--- config.mk ---
export PLATFORM = sky130hd
export DESIGN_NAME = bcd_seq
export DESIGN_NICKNAME = d
export VERILOG_FILES = /design/src/rtl/bcd_seq.sv
export SDC_FILE = /design/constraint.sdc
export NUM_CORES = 1
export LEC_CHECK = 0
export ABC_AREA = 1
export CAP_MARGIN = 10
export CORE_MARGIN = 5
export CORE_UTILIZATION = 50
export DETAILED_ROUTE_END_ITERATION = 8
export GPL_ROUTABILITY_DRIVEN = 0
export HOLD_SLACK_MARGIN = 0.06
export PLACE_DENSITY = 0.8
export SYNTH_ARGS = -nofsm -noshare
export SYNTH_HDL_FRONTEND = slang
export SYNTH_SLANG_ARGS = --single-unit
export TNS_END_PERCENT = 20
--- constraint.sdc ---
create_clock -name clk -period 1.76 [get_ports clk]
set_input_delay 0.528 -clock clk [delete_from_list [all_inputs] [get_ports clk]]
set_output_delay 0.528 -clock clk [all_outputs]
set_load 0.02 [all_outputs]
--- src/rtl/bcd_seq.sv ---
// Sequential binary-to-BCD converter (shift-add-3), one bit per cycle.
// Results are held between conversions for the seven-segment stage.
module bcd_seq #(
    parameter int IN_WIDTH = 6,
    parameter int DIGITS   = 2
) (
    input  logic                  clk,
    input  logic                  rst,
    input  logic                  start,
    input  logic [IN_WIDTH-1:0]   in,
    output logic                  busy,
    output logic                  done,
    output logic [4*DIGITS-1:0]   bcd,
    output logic                  ovf,
    output logic [1:0]            state_dbg
);

    // Handshake: start is a request sampled only while IDLE; while busy or
    // finishing it is dropped, never queued. done pulses for one cycle and
    // bcd/ovf are valid from that cycle until the next done.

    localparam int BW    = 4 * DIGITS;
    localparam int CW    = (IN_WIDTH > BW + 1) ? IN_WIDTH : BW + 1;
    localparam int CNT_W = $clog2(IN_WIDTH + 1);

    function automatic logic [CW-1:0] pow10(input int n);
        logic [CW-1:0] p;
        p = CW'(1);
        for (int i = 0; i < n; i++) begin
            p = p * CW'(10);
        end
        return p;
    endfunction

    localparam logic [CW-1:0] LIMIT = pow10(DIGITS);
    localparam logic [BW-1:0] SAT   = {DIGITS{4'h9}};

    typedef enum logic [1:0] {
        IDLE  = 2'd0,
        SHIFT = 2'd1,
        FIN   = 2'd2
    } state_t;

    state_t               state;
    state_t               next_state;
    logic [IN_WIDTH-1:0]  sreg;
    logic [BW-1:0]        acc;
    logic [CNT_W-1:0]     cnt;
    logic                 ovf_next;
    logic [BW-1:0]        bcd_q;
    logic                 ovf_q;

    logic                 load;
    logic                 step;
    logic                 fin;
    logic [BW-1:0]        adj;
    logic [BW-1:0]        acc_shift;
    logic [BW-1:0]        fin_bcd;
    logic [CW-1:0]        in_ext;

    assign in_ext = CW'(in);

    // Each 4-bit lane is adjusted independently; no carry crosses lanes.
    always_comb begin
        adj = acc;
        for (int d = 0; d < DIGITS; d++) begin
            if (acc[4*d +: 4] >= 4'd5) begin
                adj[4*d +: 4] = acc[4*d +: 4] + 4'd3;
            end
        end
    end

    assign acc_shift = {adj[BW-2:0], sreg[IN_WIDTH-1]};
    assign fin_bcd   = ovf_next ? SAT : acc;

    always_ff @(posedge clk) begin
        if (rst) begin
            state <= IDLE;
        end else begin
            state <= next_state;
        end
    end

    always_comb begin
        next_state = state;
        busy       = 1'b0;
        done       = 1'b0;
        load       = 1'b0;
        step       = 1'b0;
        fin        = 1'b0;
        case (state)
            IDLE: begin
                if (start) begin
                    load       = 1'b1;
                    next_state = SHIFT;
                end
            end
            SHIFT: begin
                busy = 1'b1;
                step = 1'b1;
                if (cnt == CNT_W'(1)) begin
                    next_state = FIN;
                end
            end
            FIN: begin
                done       = 1'b1;
                fin        = 1'b1;
                next_state = IDLE;
            end
            default: begin
                next_state = IDLE;
            end
        endcase
    end

    always_ff @(posedge clk) begin
        if (rst) begin
            sreg     <= '0;
            acc      <= '0;
            cnt      <= '0;
            ovf_next <= 1'b0;
            bcd_q    <= '0;
            ovf_q    <= 1'b0;
        end else begin
            if (load) begin
                sreg     <= in;
                acc      <= '0;
                cnt      <= CNT_W'(IN_WIDTH);
                ovf_next <= (in_ext >= LIMIT);
            end else if (step) begin
                acc  <= acc_shift;
                sreg <= sreg << 1;
                cnt  <= cnt - CNT_W'(1);
            end
            if (fin) begin
                bcd_q <= fin_bcd;
                ovf_q <= ovf_next;
            end
        end
    end

    // The finishing value is forwarded during FIN so it is valid alongside done.
    assign bcd       = fin ? fin_bcd : bcd_q;
    assign ovf       = fin ? ovf_next : ovf_q;
    assign state_dbg = state;

endmodule

==> impl_metrics.py, run 1 <==
metrics = {
    "final_layout": {
        "final_common_cell": "nand2_1",
        "finalNetCount": 238,
        "finalInstanceArea_mm2": 0.00171,
        "post-route-util_pct": 63.6,
        "syn_to_final_growth_pct": 24.7,
        "final_cell_mix": "nand2_1 (45), inv_1 (28), dfxtp_1 (26)",
        "layout-drive-gt1-share_pct": 25.7,
        "fillers": 226,
        "fin_cells": 253,
        "diodes": 0,
    },
    "hold_path": {
        "hp-class": "reg2reg",
    },
    "timing": {
        "setup_tns_ns": -1.30,
        "post-route-period-util_pct": 109,
        "hold_viol": 0,
        "drv_slew": 0,
        "rsz0062_at_grt": "true",
        "finClkSkew_ns": 0.00727,
        "finalCriticalPeriod_ns": 1.93,
        "fin_ws_ns": -0.166,
        "setup_viol": 10,
        "maxSlewHeadroom_pct": 79.3,
        "fmaxAchievable_ghz": 0.519,
        "worstMarginPinSlew_ns": 0.307,
    },
    "worst_setup_path": {
        "max_stage_delay_ns": 0.38,
        "worstPathCellList": "inv_4 -> nor2_4 -> inv_6 -> o21ai_2 -> inv_1 -> buf_4",
        "cp-end-kind": "primary output",
        "critPathLaunchType": "register",
        "critPathSlowestCell": "dfxtp_2",
        "crit_family": "flip-flops",
        "critPathArrivalTime_ns": 1.40,
        "path_buf_inv": 4,
        "worstSetupPathType": "reg2out",
        "path_max_fanout": 8,
        "critPathRequiredTime_ns": 1.23,
    },
    "route": {
        "drc": 0,
        "num_vias": 1258,
        "ant_nets": 0,
        "wl_mm": 2.72,
        "wire_per_inst_um": 10.7,
        "drt_iter0_markers": 67,
        "first_pass_iters": 4,
        "viasPerCell": 4.97,
    },
    "status": {
        "violations": "negative setup slack",
        "status": "finished, violations left",
    },
    "floorplanning": {
        "start_util_pct": 51.0,
        "die-area_mm2": 0.00389,
        "rows": 19,
        "io_pins": 22,
        "die_w_um": 62.3,
        "die_y_um": 62.3,
        "coreArea_mm2": 0.00269,
    },
    "synth": {
        "synthDistinctLibCells": 24,
        "synth_top_family_by_area": "simple AND/OR/NAND/NOR gates",
        "synthTopCellsByArea": "dfxtp_1 (41%), nand2_1 (12%), inv_1 (7.7%)",
        "synth_area_leader_cell": "dfxtp_1",
        "yosys.area_share.adder_pct": 5.48,
        "synth_nets": 202,
        "yosys-mux-area-fraction_pct": 0,
        "synthesis.area_mm2": 0.00137,
        "synth-simple-area-share_pct": 27.3,
        "syn_inst": 187,
        "ys_seq_area_share_pct": 40.9,
        "synth_xor_area_share_pct": 0,
        "ys_warn_count": 0,
        "synth_compound_area_share_pct": 14.0,
        "ys_seq_elements": 28,
        "syn_avg_cell_area_um2": 7.33,
        "yosysTopAreaCellShare_pct": 40.9,
    },
    "global_routing": {
        "grt_busiest_layer": "met2",
        "grt_pass1_wl_mm": 4.80,
        "antenna_found_initial": 0,
        "overflow": 0,
        "grt_start_max_net_pins": 23,
        "gr-usage-met2_pct": 25.8,
        "met1_usage_pct": 16.5,
        "track_usage_pct": 14.5,
        "grt_pass1_vias": 1170,
        "gr-usage-met3_pct": 3.06,
    },
    "placed_design": {
        "port_buffers": 21,
        "dp.cells": 249,
        "post_dp_cell_area_mm2": 0.00169,
        "hpwl_mm": 1.94,
    },
    "clocking": {
        "path_clk_slew_ns": 0.15,
        "numCtsBuffers": 3,
        "cts-root-buf": "clkbuf_4",
        "holdBufCountCts": 0,
        "cts_max_level": 1,
        "cts_tree": "done",
        "cts_sinks": 28,
        "cts_buffer_depth": 2,
        "clock_latency_ns": 0.33,
    },
    "power_and_ir_drop": {
        "power_density_mw_per_mm2": 692,
        "ir_drop_v": 0.000499,
        "leakage_nw": 0.847,
    },
    "flow_run": {
        "maxCapViolations": 0,
    },
}
-- cells by family (layout without fill, tap and decap cells) --
family,after synthesis,after routing
compound gates,31,31
flops,28,28
simple gates,84,85
fa+ha+maj,6,6
buf+inv,38,72
-- cell usage after synthesis --
library cell / instances
buf_6: 3
o21ai_0: 4
inv_2: 4
nor2_4: 1
a31oi_1: 5
o21ai_2: 8
nand3_1: 11
nor3_1: 1
buf_2: 1
a21oi_1: 11
or2_1: 1
or2_2: 7
ha_1: 6
o21ai_1: 3
nor4_1: 1
inv_4: 1
nor2_1: 13
nand2_2: 1
inv_1: 28
buf_1: 1
dfxtp_1: 28
nor2_2: 2
nand3_2: 1
nand2_1: 45
-- worst register-to-register path, delay by kind of cell (launching register included) --
| family | cells | cell delay [ns] |
|---|---|---|
| DFF | 1 | 0.35 |
| buffers and inverters | 4 | 0.29 |
| and+or+nand+nor | 4 | 0.31 |
| adders and majority gates | 1 | 0.18 |
| AOI/OAI and AO/OA | 1 | 0.27 |
-- repair_timing --
item	4_1_cts	5_1_grt
setup endpoints to repair	13	11
endpoints found under the hold margin	0	0
buffers inserted	0	0
gates cloned	1	0
gates resized for setup	50	7
pin swaps	1	2
-- registers in the layout, indices dropped and copies added, names as in the netlist --
| register | count |
|---|---|
| acc | 8 |
| bcd_q | 8 |
| sreg | 6 |
| cnt | 3 |
| state_dbg | 2 |
| ovf_q | 1 |
-- worst paths after layout --
kind | slack, ns | start | end | cells past startpoint
worst max-delay path | -0.17 | state_dbg[1]$_SDFFE_PP0P_ | bcd[7] | 6
worst min-delay path | 0.45 | ovf_q$_SDFF_PP0_ | ovf_q$_SDFF_PP0_ | 2
worst max register to register | 0.29 | acc[4]$_SDFFE_PP0P_ | acc[5]$_SDFFE_PP0P_ | 10
worst min register to register | 0.45 | ovf_q$_SDFF_PP0_ | ovf_q$_SDFF_PP0_ | 2
-- layer usage --
layer	vias up	share of wire, %
li1	654	-
met1	568	43
met2	29	50
met3	7	4.7
met4	0	1.9
met5	-	0
-- stage by stage --
step	setup slack [ns]	total power, W	hold WS, ns
CTS	-0.253	0.00119	0.464
finish	-0.166	0.00118	0.454
detailed placement	-0.264	0.000880	0.443
floorplan	0.0625	0.000813	0.421
global placement	-0.233	0.000877	0.429
global route	-0.246	0.00124	0.483
-- power breakdown --
part,total (W),switching (W),internal (W)
Combinational,0.000184,0.000106,0.0000780
Sequential,0.000680,0.0000198,0.000660
Clock,0.000318,0.000191,0.000127
-- layout make-up --
| type | count | area [µm²] | area share [%] |
|---|---|---|---|
| sequential | 28 | 566 | 33.1 |
| clock buffer | 4 | 36.3 | 2.12 |
| timing repair buffer | 35 | 277 | 16.2 |
| multi-input combinational | 122 | 659 | 38.6 |
| tap | 31 | 38.8 | 2.27 |
| inverter | 33 | 131 | 7.69 |
Note: power is estimated with default switching activity, not from simulation.
==> inputs of run 2 (changes only) <==
SETUP_SLACK_MARGIN = 0.5   (was unset)
==> impl_metrics.py, run 2 (synthesis results as in run 1) <==
metrics = {
    "worst_setup_path": {
        "path_buf_inv": 4,
        "critPathSlowestCell": "dfxtp_4",
        "critPathArrivalTime_ns": 1.43,
        "critPathRequiredTime_ns": 1.23,
        "max_stage_delay_ns": 0.39,
        "worstSetupPathType": "reg2out",
        "cp-end-kind": "primary output",
        "crit_family": "flip-flops",
        "worstPathCellList": "inv_6 -> nor2_4 -> buf_4 -> or2_4 -> o21ai_4 -> inv_2 -> buf_6",
        "critPathLaunchType": "register",
        "path_max_fanout": 5,
    },
    "timing": {
        "fin_ws_ns": -0.197,
        "setup_tns_ns": -1.39,
        "fmaxAchievable_ghz": 0.511,
        "holdWs_ns": 0.459,
        "worstMarginPinSlew_ns": 0.199,
        "post-route-period-util_pct": 111,
        "drv_slew": 0,
        "hold_viol": 0,
        "rsz0062_at_grt": "true",
        "finalCriticalPeriod_ns": 1.96,
        "setup_viol": 8,
        "finClkSkew_ns": 0.00232,
        "maxSlewHeadroom_pct": 86.6,
    },
    "global_routing": {
        "grt_pass1_wl_mm": 5.23,
        "grt_start_max_net_pins": 23,
        "track_usage_pct": 16.1,
        "overflow": 0,
        "grt_pass1_vias": 1186,
        "antenna_found_initial": 0,
    },
    "status": {
        "violations": "negative setup slack",
        "status": "finished, violations left",
    },
    "power_and_ir_drop": {
        "leakage_nw": 0.861,
        "power_density_mw_per_mm2": 647,
        "ir_drop_v": 0.000506,
    },
    "route": {
        "drt_iter0_markers": 37,
        "drc": 0,
        "ant_nets": 0,
        "wire_per_inst_um": 11.2,
        "first_pass_iters": 4,
        "wl_mm": 2.87,
        "num_vias": 1262,
        "viasPerCell": 4.93,
    },
    "final_layout": {
        "final_cell_mix": "nand2_1 (45), dfxtp_1 (26), inv_1 (20)",
        "layout-drive-gt1-share_pct": 32.0,
        "syn_to_final_growth_pct": 35.0,
        "diodes": 0,
        "final_common_cell": "nand2_1",
        "finalNetCount": 241,
        "top_regs": "acc: 8 flops, bcd_q: 8 flops, sreg: 6 flops",
        "finalInstanceArea_mm2": 0.00185,
    },
    "placed_design": {
        "hpwl_mm": 1.98,
        "port_buffers": 21,
        "dp_slack_ns": -0.245,
        "post_dp_cell_area_mm2": 0.00172,
    },
    "hold_path": {
        "hp-class": "reg2reg",
    },
    "floorplanning": {
        "io_pins": 22,
        "start_util_pct": 51.0,
        "die-area_mm2": 0.00389,
        "rows": 19,
        "die_y_um": 62.3,
        "die_w_um": 62.3,
        "coreArea_mm2": 0.00269,
    },
    "clocking": {
        "cts-root-buf": "clkbuf_4",
        "cts_tree": "done",
        "numCtsBuffers": 3,
        "cts_max_level": 1,
        "cts_sinks": 28,
        "path_clk_slew_ns": 0.14,
        "holdBufCountCts": 0,
        "cts_buffer_depth": 2,
        "clock_latency_ns": 0.32,
    },
    "flow_run": {
        "maxCapViolations": 0,
    },
}
==> run 2: changes by cell type in the layout (fill, tap and decap cells not counted), moves of 5 or more <==
cell / previous run / this run
or2_4: 0 / 6
inv_2: 3 / 10
or2_2: 7 / 2
buf_6: 1 / 7
o21ai_4: 1 / 8
o21ai_2: 7 / 1
inv_1: 28 / 20
==> run 2: path summary, 6_finish.rpt <==
path / start / slack [ns] / depth (start not counted) / endpoint
max: state_dbg[1]$_SDFFE_PP0P_ / -0.20 / 7 / bcd[4]
min: ovf_q$_SDFF_PP0_ / 0.46 / 2 / ovf_q$_SDFF_PP0_
min reg2reg: ovf_q$_SDFF_PP0_ / 0.46 / 2 / ovf_q$_SDFF_PP0_
max reg2reg: acc[0]$_SDFFE_PP0P_ / 0.36 / 10 / acc[2]$_SDFFE_PP0P_
==> run 2: power by group <==
part	total, W	switching, W	internal, W
clock network	0.000309	0.000183	0.000127
registers	0.000681	0.0000226	0.000659
logic	0.000206	0.000114	0.0000925
total	0.00120	0.000319	0.000878
==> run 2: layer usage <==
layer  share of wire [%]  up-vias  track usage (%)
li1                    -      668                -
met1                  45      576             20.0
met2                  50       14             27.3
met3                 2.7        4             4.14
met4                 1.8        0             4.24
met5                   0        -                0
==> run 2: area by class of cell <==
type	instances	area, µm²
Tap cell	31	38.8
Clock buffer	4	36.3
Fill cell	233	837
Inverter	33	136
Timing Repair Buffer	38	334
Multi-Input combinational cell	122	736
Sequential cell	28	568
==> run 2: through the flow <==
step	instances	util, %	total power, W
finish	256	68.8	0.00120
global route	256	68.8	0.00127
CTS	256	68.5	0.00121
detailed placement	247	64.2	0.000886
global placement	247	64.2	0.000882
floorplan	187	-	0.000816
==> run 2: repair_timing <==
item                       CTS  global route
gates resized for setup     75             6
buffers inserted             4             0
pin swaps                    3             4
setup endpoints to repair   25            32
cloned                       1             0
==> run 2: worst register-to-register path, cell delays in order, from the launching register on <==
cell     delay, ns
dfxtp_1       0.37
buf_4         0.16
inv_1         0.09
ha_1          0.19
nand2_1       0.07
nand2_1       0.11
nand2_1       0.08
nand2_1       0.07
nand3_1       0.08
nand2_1       0.08
inv_1         0.03
==> inputs of run 3 (changes only) <==
==> constraint.sdc (replaced) <==
create_clock -name clk -period 2 [get_ports clk]
set_input_delay 0.2 -clock clk [delete_from_list [all_inputs] [get_ports clk]]
set_output_delay 0.2 -clock clk [all_outputs]
set_load 0.02 [all_outputs]
==> impl_metrics.py, run 3 (synthesis results as in run 1) <==
metrics = {
    "status": {
        "status": "completed",
    },
    "timing": {
        "fmaxAchievable_ghz": 0.621,
        "worstMarginPinSlew_ns": 0.427,
        "setup_viol": 0,
        "rsz0062_at_grt": "true",
        "post-route-period-util_pct": 80.5,
        "maxSlewHeadroom_pct": 71.3,
        "fin_ws_ns": 0.390,
        "finalCriticalPeriod_ns": 1.61,
        "setup_tns_ns": 0,
        "finClkSkew_ns": 0.00519,
        "hold_viol": 0,
        "drv_slew": 0,
    },
    "route": {
        "wire_per_inst_um": 11.3,
        "first_pass_iters": 4,
        "ant_nets": 0,
        "drc": 0,
        "num_vias": 1204,
        "drt_iter0_markers": 46,
        "viasPerCell": 4.91,
        "wl_mm": 2.76,
    },
    "final_layout": {
        "final_cell_mix": "nand2_1 (45), inv_1 (28), dfxtp_1 (26)",
        "final_common_cell": "nand2_1",
        "post-route-util_pct": 62.3,
        "diodes": 0,
        "syn_to_final_growth_pct": 22.2,
        "top_regs": "acc: 8 flops, bcd_q: 8 flops, sreg: 6 flops",
        "layout-drive-gt1-share_pct": 21.5,
        "finalNetCount": 230,
    },
    "hold_path": {
        "hp-class": "in2reg",
        "hold_depth": 3,
        "min_from": "in[1]",
        "holdPathEnd": "sreg[1]$_SDFFE_PP0P_",
    },
    "floorplanning": {
        "start_util_pct": 51.0,
        "die_y_um": 62.3,
        "die-area_mm2": 0.00389,
        "rows": 19,
        "die_w_um": 62.3,
        "io_pins": 22,
        "coreArea_mm2": 0.00269,
    },
    "global_routing": {
        "grt_pass1_vias": 1067,
        "track_usage_pct": 14.9,
        "overflow": 0,
        "grt_start_max_net_pins": 23,
        "antenna_found_initial": 0,
        "grt_pass1_wl_mm": 4.64,
    },
    "placed_design": {
        "dp_slack_ns": 0.136,
        "port_buffers": 21,
        "hpwl_mm": 1.95,
    },
    "worst_setup_path": {
        "r2r-end": "acc[1]$_SDFFE_PP0P_",
        "worstSetupPathType": "reg2out",
        "critPathArrivalTime_ns": 1.41,
        "cp-end-kind": "primary output",
        "path_max_fanout": 5,
        "critPathLaunchType": "register",
        "timing.rr.start": "acc[0]$_SDFFE_PP0P_",
        "r2r_slack_ns": 0.60,
        "reg2regPathDepth": 9,
        "critPathRequiredTime_ns": 1.80,
    },
    "power_and_ir_drop": {
        "ir_drop_v": 0.000519,
        "leakage_nw": 0.829,
        "power_density_mw_per_mm2": 618,
    },
    "clocking": {
        "path_clk_slew_ns": 0.15,
        "cts-root-buf": "clkbuf_4",
        "cts_sinks": 28,
        "cts_max_level": 1,
        "clock_latency_ns": 0.34,
        "cts_tree": "done",
        "numCtsBuffers": 3,
        "cts_buffer_depth": 2,
    },
    "flow_run": {
        "maxCapViolations": 0,
    },
}
==> run 3: cell count changes in the layout (fill, tap and decap cells not counted), sizes merged <==
cell	change
clkbuf	+1
clkdlybuf4s50	+1
buf	-17
dlymetal6s2s	+1
dlygate4sd2	+3
==> run 3: per-layer routing <==
metal	up-vias	wire length, µm	track usage, %
met3	4	85	2.16
li1	640	-	-
met5	-	0	0
met2	23	1330	25.4
met1	537	1270	17.8
met4	0	69	7.96
==> run 3: worst max-delay path: stages (launching register included) <==
cell and delay, ns:
dfxtp_4 0.39, inv_6 0.07, nor2_4 0.05, or2_2 0.29
o21ai_2 0.08, inv_1 0.06, buf_6 0.13
==> run 3: through the flow <==
stage | hold slack (ns) | total power (W) | cells | cell area [µm²]
2_1_floorplan | 0.344 | 0.000716 | 187 | 1370
5_1_grt | 0.413 | 0.00108 | 245 | 1670
3_3_place_gp | 0.427 | 0.000761 | 237 | 1600
3_5_place_dp | 0.432 | 0.000764 | 237 | 1600
4_1_cts | 0.416 | 0.00104 | 245 | 1700
6_report | 0.412 | 0.00104 | 245 | 1670
==> run 3: how the worst max path moves through the flow <==
stage	start	to	slack (ns)	depth (start not counted)
global route	state_dbg[1]$_SDFFE_PP0P_	bcd[0]	0.34	6
CTS	state_dbg[1]$_SDFFE_PP0P_	bcd[3]	0.29	6
finish	state_dbg[1]$_SDFFE_PP0P_	bcd[0]	0.39	6
detailed placement	state_dbg[1]$_SDFFE_PP0P_	bcd[4]	0.14	6
floorplan	state_dbg[0]$_SDFFE_PP0P_	bcd[2]	0.63	5
global placement	state_dbg[1]$_SDFFE_PP0P_	bcd[4]	0.15	6
==> run 3: repair_timing <==
item,4_1_cts,5_1_grt
resized for setup,37,14
pin swaps,2,0
cloned,1,0
hold buffers,0,0
buffers inserted,3,0
hold endpoints to repair,0,0
endpoints found under the setup margin,13,16
==> run 3: final cells by class <==
| type | instances | area, µm² |
|---|---|---|
| Inverter | 33 | 131 |
| Sequential cell | 28 | 568 |
| Fill cell | 253 | 1010 |
| Timing Repair Buffer | 27 | 233 |
| Multi-Input combinational cell | 122 | 667 |
| Tap cell | 31 | 38.8 |
| Clock buffer | 4 | 36.3 |
==> run 3: report_power, final <==
group	leakage, nW	total, W	switching [W]	internal, W
Sequential	0.229	0.000602	0.0000219	0.000580
Clock	0.0210	0.000283	0.000171	0.000112
Combinational	0.579	0.000151	0.0000883	0.0000625
